[config.mk]
export PLATFORM = sky130hd
export DESIGN_NAME = spi_norflash_slave
export DESIGN_NICKNAME = d
export VERILOG_FILES = /design/src/rtl/spi_norflash_slave.sv
export SDC_FILE = /design/constraint.sdc
export NUM_CORES = 1
export LEC_CHECK = 0
export ABC_AREA = 0
export CAP_MARGIN = 20
export CORE_UTILIZATION = 45
export DETAILED_ROUTE_END_ITERATION = 8
export SYNTH_ARGS = -nofsm -noshare
export SYNTH_HDL_FRONTEND = slang
export SYNTH_SLANG_ARGS = --single-unit
[constraint.sdc]
create_clock -name p_clk -period 9.65 [get_ports p_clk]
set_input_delay 1.93 -clock p_clk [delete_from_list [all_inputs] [get_ports p_clk]]
set_output_delay 1.93 -clock p_clk [all_outputs]
set_load 0.02 [all_outputs]
[src/rtl/spi_norflash_slave.sv]
// rtl/spi_norflash_slave.sv - byte-wide SPI NOR flash target with a small word array
module spi_norflash_slave #(
    parameter int SPIW  = 8,
    parameter int DATAW = 32,
    parameter int DEPTH = 16
) (
    input  logic            p_clk,
    input  logic            p_reset_n,
    input  logic            s_clk,
    input  logic            s_css,
    input  logic [SPIW-1:0] s_mosi,
    output logic [SPIW-1:0] s_miso,
    output logic            wel,
    output logic            prog_done,
    output logic            frame_abort
);
    localparam int AW = $clog2(DEPTH);

    localparam logic [7:0] OP_READ = 8'h01;
    localparam logic [7:0] OP_PROG = 8'h02;
    localparam logic [7:0] OP_WRDI = 8'h04;
    localparam logic [7:0] OP_RDSR = 8'h05;
    localparam logic [7:0] OP_WREN = 8'h06;

    typedef enum logic [2:0] {
        IDLE,
        CMD,
        ADDR,
        DATA,
        STAT,
        IGNORE
    } state_t;

    state_t            state_q, state_d;
    logic [1:0]        byte_cnt_q, byte_cnt_d;
    logic [7:0]        cmd_q, cmd_d;
    // Only the word-index bits of the 24-bit address influence behaviour.
    logic [AW-1:0]     addr_q, addr_d;
    logic [DATAW-1:0]  shift_q, shift_d;
    logic [SPIW-1:0]   s_miso_q, s_miso_d;
    logic              wel_q, wel_d;
    logic              prog_done_q, prog_done_d;
    logic              frame_abort_q, frame_abort_d;
    logic              s_clk_q, s_css_q;
    logic [DATAW-1:0]  mem_q [DEPTH];

    logic              rise, css_rise, mem_we;
    logic [AW-1:0]     addr_nxt, idx_inc;
    logic [DATAW-1:0]  shift_nxt;

    assign rise      = s_clk & ~s_clk_q & ~s_css;
    assign css_rise  = s_css & ~s_css_q;
    assign addr_nxt  = AW'({addr_q, s_mosi});
    assign idx_inc   = addr_q + AW'(1);
    assign shift_nxt = DATAW'({shift_q, s_mosi});

    always_comb begin
        state_d       = state_q;
        byte_cnt_d    = byte_cnt_q;
        cmd_d         = cmd_q;
        addr_d        = addr_q;
        shift_d       = shift_q;
        s_miso_d      = s_miso_q;
        wel_d         = wel_q;
        prog_done_d   = 1'b0;
        frame_abort_d = 1'b0;
        mem_we        = 1'b0;

        if (s_css) begin
            state_d    = IDLE;
            byte_cnt_d = 2'd0;
            s_miso_d   = '0;
            cmd_d      = 8'h00;
            if (css_rise && cmd_q == OP_PROG) begin
                wel_d = 1'b0;
                if (state_q == DATA && byte_cnt_q != 2'd0) begin
                    frame_abort_d = 1'b1;
                end
            end
        end else begin
            case (state_q)
                IDLE: begin
                    if (rise) begin
                        cmd_d   = s_mosi;
                        state_d = CMD;
                        if (s_mosi == OP_RDSR) begin
                            s_miso_d = {{(SPIW-2){1'b0}}, wel_q, 1'b0};
                        end
                    end
                end
                // Decode cycle: a new rise cannot land here, since s_clk was just high.
                CMD: begin
                    byte_cnt_d = 2'd0;
                    case (cmd_q)
                        OP_READ, OP_PROG: state_d = ADDR;
                        OP_RDSR:          state_d = STAT;
                        OP_WREN: begin
                            wel_d   = 1'b1;
                            state_d = IGNORE;
                        end
                        OP_WRDI: begin
                            wel_d   = 1'b0;
                            state_d = IGNORE;
                        end
                        default:          state_d = IGNORE;
                    endcase
                end
                ADDR: begin
                    if (rise) begin
                        addr_d     = addr_nxt;
                        byte_cnt_d = byte_cnt_q + 2'd1;
                        if (byte_cnt_q == 2'd2) begin
                            state_d    = DATA;
                            byte_cnt_d = 2'd0;
                            if (cmd_q == OP_READ) begin
                                s_miso_d = mem_q[addr_nxt][DATAW-1 -: SPIW];
                            end
                        end
                    end
                end
                DATA: begin
                    if (rise) begin
                        byte_cnt_d = byte_cnt_q + 2'd1;
                        if (byte_cnt_q == 2'd3) begin
                            addr_d = idx_inc;
                        end
                        if (cmd_q == OP_READ) begin
                            case (byte_cnt_q)
                                2'd0:    s_miso_d = mem_q[addr_q][DATAW-1-SPIW   -: SPIW];
                                2'd1:    s_miso_d = mem_q[addr_q][DATAW-1-2*SPIW -: SPIW];
                                2'd2:    s_miso_d = mem_q[addr_q][DATAW-1-3*SPIW -: SPIW];
                                default: s_miso_d = mem_q[idx_inc][DATAW-1 -: SPIW];
                            endcase
                        end else begin
                            shift_d = shift_nxt;
                            if (byte_cnt_q == 2'd3) begin
                                mem_we      = wel_q;
                                prog_done_d = wel_q;
                            end
                        end
                    end
                end
                default: ;
            endcase
        end
    end

    always_ff @(posedge p_clk or negedge p_reset_n) begin
        if (!p_reset_n) begin
            state_q       <= IDLE;
            byte_cnt_q    <= 2'd0;
            cmd_q         <= 8'h00;
            addr_q        <= '0;
            shift_q       <= '0;
            s_miso_q      <= '0;
            wel_q         <= 1'b0;
            prog_done_q   <= 1'b0;
            frame_abort_q <= 1'b0;
            s_clk_q       <= 1'b0;
            s_css_q       <= 1'b1;
        end else begin
            state_q       <= state_d;
            byte_cnt_q    <= byte_cnt_d;
            cmd_q         <= cmd_d;
            addr_q        <= addr_d;
            shift_q       <= shift_d;
            s_miso_q      <= s_miso_d;
            wel_q         <= wel_d;
            prog_done_q   <= prog_done_d;
            frame_abort_q <= frame_abort_d;
            s_clk_q       <= s_clk;
            s_css_q       <= s_css;
        end
    end

    always_ff @(posedge p_clk) begin
        if (mem_we) begin
            mem_q[addr_q] <= shift_nxt;
        end
    end

    assign s_miso      = s_miso_q;
    assign wel         = wel_q;
    assign prog_done   = prog_done_q;
    assign frame_abort = frame_abort_q;
endmodule

# Yosys cells after proc, flatten, opt, wreduce, memory -nomap -nowiden
# Memories as Yosys holds them, arrays and structs flattened.
# Index checks and enable logic that the tools add are counted.
[totals]
word_cells = 107
ram_bits = 512
n_memories = 1
in_bits = 12
out_inout_bits = 11
regBits = 54
[classes]
n_bitwise = 7
n_eq_ne = 23
n_reduce_logical = 21
addsub = 2
n_mux = 42
[mem_list]
columns = ["name", "depth", "width", "rd", "rd_clocked_by_memory_dff", "wr", "line_no", "rtl"]
rows = [
  ["mem_q", 16, 32, 3, 0, 1, "45", "logic [DATAW-1:0] mem_q [DEPTH];"],
]
[op_table]
columns = ["op", "n"]
rows = [
  ["$mux W8", 11],
  ["$pmux W8 S3", 2],
  ["$eq A8 B3 Y1 const B", 4],
  ["$ne A3 B3 Y1 const B", 6],
  ["$mux W1", 13],
  ["$mux W3", 4],
  ["$mux W4", 3],
  ["$reduce_bool A4 Y1", 3],
  ["$reduce_bool A2 Y1", 5],
  ["$pmux W3 S3", 1],
  ["$eq A8 B1 Y1 const B", 1],
  ["$eq A8 B2 Y1 const B", 1],
  ["$mux W2", 4],
  ["$pmux W4 S2", 1],
  ["$reduce_and A4 Y1", 2],
  ["$reduce_and A8 Y1", 1],
  ["$eq A3 B2 Y1 const B", 2],
  ["$pmux W2 S3", 1],
  ["$pmux W3 S2", 1],
  ["$reduce_and A3 Y1", 2],
  ["$reduce_and A5 Y1", 1],
  ["$add A4 B1 Y4 const B", 1],
  ["$eq A2 B2 Y1 const B", 2],
  ["$ne A2 B1 Y1 const B", 2],
  ["other kinds (14)", 21],
]

# Depth between registers and ports, before layout
# Gate-level depths: netlist (run 1).
[logic_depth]
depth_word = 8
depth_mapped = 11
ltp_nobuf = 8

# Worst setup path before layout (run 1)
# Ideal clock, no wire load.
[synth_timing]
kind = "input -> register"
from = "input port s_css"
to = "memory mem_q[10][0] (enable)"
required_ns = 9.258
setup_time_ns = 0.392
arrival_ns = 3.749
n_path_buf = 0
slack_ns = 5.509
path_stages = 4
cell_sequence = "a2111oi_4 nand3_1 nor3b_1 and2_1"
[synth_via]
elab_chain_len = 7
[synth_rtl]
columns = ["element", "line_no", "rtl"]
rows = [
  ["from (decl)", "10", "input logic s_css,"],
  ["$not A1 Y1 (no line)", "--", ""],
  ["$and A1 B1 Y1", "51", "assign rise = s_clk & ~s_clk_q & ~s_css;"],
  ["$mux W1", "122", "if (rise) begin"],
  ["$mux W1", "81", "case (state_q)"],
  ["$mux W1 *", "69", "if (s_css) begin"],
  ["$mux W1 *", "177", "if (mem_we) begin"],
  ["$mux W1 (not written as such) *", "178", "mem_q[addr_q] <= shift_nxt;"],
  ["to (decl)", "45", ""],
]
# Mark *: on every way between the ends. The rest lies on a longest branch, timed or not.

# Worst setup path after layout (run 1)
[layout_timing]
from = "input port s_css"
to = "memory mem_q[9][19] (enable)"
# The elaborated chain is that of the path after synthesis.

==> results.json, run 1 <==
{
  "status": "finished, final reports clean",
  "cts_root_buf": "clkbuf_16",
  "area_growth_syn_to_layout_pct": 12.3,
  "core-area_sq_um": 50600,
  "critPathRequiredTime_ns": 9.88,
  "grt_overflow_total": 0,
  "cp-end-kind": "flip-flop",
  "async_flop_share": 0.0954,
  "antenna_found_initial": 2,
  "drive_above_1_share": 0.215,
  "rsz0062_at_grt": "false",
  "num_rows": 82,
  "portBuffers": 22,
  "synth.net_count": 1263,
  "via_count": 11999,
  "ys_ff_latch": 566,
  "p_leak_nw": 7.67,
  "fmax_mhz": 209,
  "setup_violations": 0,
  "min_period_ns": 4.77,
  "final-hold-violation-count": 0,
  "postCtsResizedCells": 0,
  "synth_cell_types": 54,
  "path_max_fanout": 32,
  "tightest_slew_ns": 1.00,
  "grtUsageTotal": 0.223,
  "first_pass_iters": 7,
  "io-pin-count": 23,
  "synth_edf_count": 512,
  "irDropWorstVdd_uv": 130,
  "grt_pass1_vias": 11843,
  "initial_utilization": 0.459,
  "drcViolationCount": 0,
  "final_nets": 1290,
  "finalSetupTns_ns": 0,
  "hold_class": "flip-flop to flip-flop",
  "ys_seq_area_frac": 0.720,
  "synth_flop_cell": "edfxtp_1",
  "die_area_sq_um": 52500,
  "syn_area_sq_um": 23200,
  "cts_made_buffers": 57,
  "cts_tree": "built",
  "cp.arrival_ns": 5.00,
  "clk_pin_slew_ns": 0.06,
  "ctsHoldBuffers": 0,
  "grt_max_degree": 58,
  "htreeDepth": 2,
  "fin_skew_ns": 0.0147,
  "power_density_nw_per_um2": 202,
  "cts_setup_buffers": 0,
  "maxSlewViolCount": 0,
  "worstSetupPathType": "primary input to flip-flop",
  "syn_area_per_cell_sq_um": 18.7,
  "synth_warnings": 0,
  "chipWidth_microns": 229,
  "drtIter0Drc": 1210,
  "finalCritPeriodShare": 0.495,
  "maxCapViolCount": 0,
  "clk_path_buf_depth": 3,
  "cts_num_sinks": 566,
  "postRouteAntennaNets": 0,
  "globalplace.congestion": 0.841,
  "die_h_microns": 229,
  "dpl.hpwl_microns": 34700,
  "clk_latency_ns": 0.61,
  "relSlewSlack": 0.330,
  "wl_per_cell_microns": 29.0,
  "worstSetupStartpointType": "primary input",
  "vias_per_cell": 6.03,
  "drt_wl_total_microns": 57600,
  "grt_pass1_wl_microns": 84300,
  "p_total_mw": 5.27,
  "diodes": 0,
  "synth_cells": 1242
}
cells in the final DEF (no fill, tap or decap), types with 11 or more instances in the layout:
| master | instances |
|---|---|
| and2_2 | 16 |
| nor2b_1 | 14 |
| a21oi_1 | 47 |
| a22oi_1 | 33 |
| clkbuf_16 | 57 |
| clkbuf_1 | 14 |
| mux4_2 | 112 |
| nand3_1 | 24 |
| nor2_1 | 26 |
| buf_4 | 22 |
| mux2_2 | 25 |
| mux2i_1 | 116 |
| o21ai_0 | 11 |
| nor3_1 | 12 |
| clkdlybuf4s50_1 | 18 |
| edfxtp_1 | 512 |
| a22o_1 | 15 |
| nand2_1 | 39 |
| dfrtp_1 | 51 |
power by group:
group	internal, mW	switching (mW)
clock	1.34	0.943
combinational	0.119	0.183
sequential	2.66	0.0285
total	4.12	1.16
final cells by class:
type,count,area [sq um]
Sequential cell,566,16700
Timing Repair Buffer,43,360
Clock buffer,75,1530
Tap cell,672,841
Inverter,7,26.3
Fill cell,4027,24500
Clock inverter,32,404
Multi-Input combinational cell,594,6170
routing by layer:
| layer | wire [microns] | global-route usage |
|---|---|---|
| met2 | 26400 | 0.333 |
| met1 | 25000 | 0.326 |
| met4 | 1560 | 0.0673 |
| met5 | 0 | 0 |
| met3 | 4700 | 0.0518 |
cells in the mapped netlist (all sizes together), types with 9 or more instances:
| cell type | instances | share of area |
|---|---|---|
| a31oi | 9 | 0.0024 |
| and2 | 17 | 0.0046 |
| a22oi | 33 | 0.011 |
| nor2b | 16 | 0.0043 |
| a21oi | 47 | 0.010 |
| clkbuf | 33 | 0.0053 |
| a22o | 15 | 0.0057 |
| ha | 9 | 0.0048 |
| o21ai | 11 | 0.0024 |
| mux2 | 25 | 0.012 |
| nor2 | 27 | 0.0044 |
| mux2i | 116 | 0.050 |
| edfxtp | 512 | 0.66 |
| dfrtp | 53 | 0.057 |
| nor3 | 12 | 0.0026 |
| nand2 | 39 | 0.0063 |
| mux4 | 112 | 0.11 |
| nand3 | 24 | 0.0052 |
| buf | 42 | 0.0091 |
logic make-up after synthesis:
group | Yosys count | share of synthesized area
AOI/OAI and AO/OA | 152 | 0.0473
xor gates and xnor gates | 2 | 0.000754
adders and majority gates | 9 | 0.00485
buffers and inverters | 82 | 0.0155
DFF | 566 | 0.720
muxes | 253 | 0.171
and+or+nand+nor | 178 | 0.0407
through the flow:
| step | cells | hold WS [ns] | util | setup WS [ns] | area (sq um) |
|---|---|---|---|---|---|
| CTS | 1989 | 0.509 | 0.516 | 4.89 | 26100 |
| detailed placement | 1882 | 0.495 | 0.477 | 4.27 | 24100 |
| floorplan | 1242 | 0.465 | - | 5.51 | 23200 |
| finish | 1989 | 0.516 | 0.516 | 4.88 | 26100 |
| global placement | 1882 | 0.484 | 0.477 | 4.39 | 24100 |
| global route | 1989 | 0.520 | 0.516 | 4.71 | 26100 |
worst max-delay path, cell delays in order:
cell and delay [ns]:
clkdlybuf4s50_1 0.41, buf_4 0.23, a2111oi_4 0.36, buf_4 0.40
nand3_1 0.34, nor3b_1 0.42, and2_2 0.84
state kept, by name, summed over array words and instances (netlist names):
name and cells:
mem_q 512, shift_q 24, cmd_q 8, s_miso 8
addr_q 4, state_q 3, byte_cnt_q 2, frame_abort 1
prog_done 1, s_clk_q 1, s_css_q 1, wel 1
path summary, 6_finish.rpt:
kind / cells past startpoint / startpoint / slack [ns] / endpoint
hold reg to reg: 1 / cmd_q[7] / 0.52 / cmd_q[7]
hold / removal: 1 / cmd_q[7] / 0.52 / cmd_q[7]
setup / recovery: 7 / s_css / 4.88 / mem_q[9][19]
min in group asynchronous: 1 / p_reset_n / 1.40 / shift_q[0]
setup reg to reg: 6 / state_q[0] / 5.48 / mem_q[9][19]
max in group asynchronous: 1 / p_reset_n / 7.62 / addr_q[0]
(Power assumes the default switching activity.)
==> inputs of run 2 (changes only) <==
==> constraint.sdc (replaced) <==
create_clock -name p_clk -period 4.05 [get_ports p_clk]
set_input_delay 0.81 -clock p_clk [delete_from_list [all_inputs] [get_ports p_clk]]
set_output_delay 0.81 -clock p_clk [all_outputs]
set_load 0.02 [all_outputs]
==> run 2 against run 1 <==
- clock skew rose by 0.0071 ns
- hold slack got worse by 0.17 ns
- combinational power rose by 140%
- sequential share of layout area fell by 0.88 points
- clock power rose by 130%
- via count rose by 1.6%
- wire length rose by 0.73%
- critical path type unchanged
- critical endpoint is now s_miso[6]
- largest cell class unchanged
- largest power group unchanged
- highest routed layer unchanged
==> results.json, run 2 (same netlist as run 1, synthesis figures left out) <==
{
  "relSlewSlack": 0.225,
  "via_count": 12190,
  "dpl.hpwl_microns": 34500,
  "drtIter0Drc": 1271,
  "setup_violations": 0,
  "utilization": 0.523,
  "grt_pass1_vias": 12630,
  "whs_ns": 0.346,
  "placed_area_sq_um": 24600,
  "cp-end-kind": "flip-flop",
  "maxSlewViolCount": 0,
  "htreeDepth": 2,
  "largest_register_ffs": 512,
  "cts_made_buffers": 56,
  "clk_latency_ns": 0.63,
  "grt_pass1_wl_microns": 85900,
  "worstSetupPathType": "primary input to flip-flop",
  "chipWidth_microns": 229,
  "die_area_sq_um": 52500,
  "grtUsageTotal": 0.226,
  "num_rows": 82,
  "p_total_mw": 12.4,
  "min_period_ns": 3.18,
  "fin_skew_ns": 0.0218,
  "irDropWorstVdd_uv": 474,
  "fmax_mhz": 314,
  "io-pin-count": 23,
  "finalSetupTns_ns": 0,
  "final_nets": 1321,
  "wl_per_cell_microns": 28.8,
  "vias_per_cell": 6.04,
  "clk_path_buf_depth": 3,
  "cts_root_buf": "clkbuf_16",
  "hold_class": "primary input to asynchronous set/reset pin",
  "drt_wl_total_microns": 58000,
  "slowest_stage": "nor4b_1",
  "layoutNonFillerInstCount": 2018,
  "final_common_cell": "edfxtp_1",
  "path_max_fanout": 19,
  "drcViolationCount": 0,
  "ctsHoldBuffers": 0,
  "cts_tree": "built",
  "cts_setup_buffers": 0,
  "globalplace.congestion": 0.802,
  "finalCritPeriodShare": 0.785,
  "status": "finished, final reports clean",
  "diodes": 0,
  "regMostFlops": "mem_q",
  "first_pass_iters": 6,
  "portBuffers": 22,
  "reg2reg_depth": 7,
  "clk_pin_slew_ns": 0.07,
  "dp.cells": 1914,
  "top_regs": "mem_q x512, shift_q x24",
  "grt_overflow_total": 0,
  "critPathRequiredTime_ns": 4.56,
  "cp.arrival_ns": 3.69,
  "cts_num_sinks": 566,
  "initial_utilization": 0.459,
  "grt_max_degree": 55,
  "postRouteAntennaNets": 0,
  "maxCapViolCount": 0,
  "final_area_sq_um": 26400,
  "path_cells": "clkdlybuf4s50_1 -> buf_4 -> nor4b_1 -> nand3_1 -> a2bb2oi_4 -> o221ai_1 -> nor3b_1 -> a31o_1",
  "power_density_nw_per_um2": 469,
  "final-hold-violation-count": 0,
  "p_leak_nw": 7.86,
  "core-area_sq_um": 50600,
  "layout_common_cells": "edfxtp_1, mux2i_1, mux4_2",
  "antenna_found_initial": 1,
  "postCtsResizedCells": 0,
  "die_h_microns": 229,
  "worst_path_largest_cell_delay_ns": 0.92,
  "worstSetupStartpointType": "primary input",
  "area_growth_syn_to_layout_pct": 13.8,
  "setup_ws_ns": 0.869,
  "tightest_slew_ns": 1.16,
  "drive_above_1_share": 0.230,
  "rsz0062_at_grt": "false",
  "dp_slack_ns": 0.243
}
==> run 2: cell count changes in the layout (fill, tap and decap cells not counted), sizes merged <==
cell,before,now
clkinv,18,13
buf,25,57
clkbuf,75,84
bufinv,8,5
inv,11,9
clkinvlp,2,0
==> run 2: path summary, 6_finish.rpt <==
kind | start | end | slack (ns)
setup reg to reg | state_q[0] | mem_q[11][14] | 1.00
setup / recovery | s_mosi[5] | s_miso[6] | 0.87
max in group asynchronous | p_reset_n | addr_q[1] | 3.00
hold / removal | p_reset_n | prog_done | 0.35
hold reg to reg | cmd_q[6] | cmd_q[6] | 0.51
min in group p_clk | cmd_q[6] | cmd_q[6] | 0.51
==> run 2: power breakdown <==
group          switching (mW)  internal [mW]  total [mW]
Combinational           0.418          0.295       0.713
Sequential             0.0713           6.34        6.41
Clock                    2.22           3.07        5.28
Total                    2.71           9.70        12.4
==> run 2: per-layer routing <==
metal  track usage  routed length, microns  up-vias
li1              -                       -     5189
met1         0.316                   24700     6443
met2         0.352                   27100      459
met3        0.0527                    4470       99
met4        0.0756                    1710        0
met5             0                       0        -
==> run 2: layout make-up <==
cell class / count / area [sq um]
Inverter: 7 / 26.3
Tap cell: 672 / 841
Fill cell: 4011 / 24100
Timing Repair Buffer: 75 / 801
Multi-Input combinational cell: 594 / 6170
Sequential cell: 566 / 16700
Clock buffer: 84 / 1610
Clock inverter: 20 / 253
==> run 2: worst max-delay path: cells and delay by family <==
kind / cells / cell delay (ns)
buffers and inverters: 2 / 0.64
and+or+nand+nor: 3 / 1.36
AOI/OAI and AO/OA: 3 / 0.87
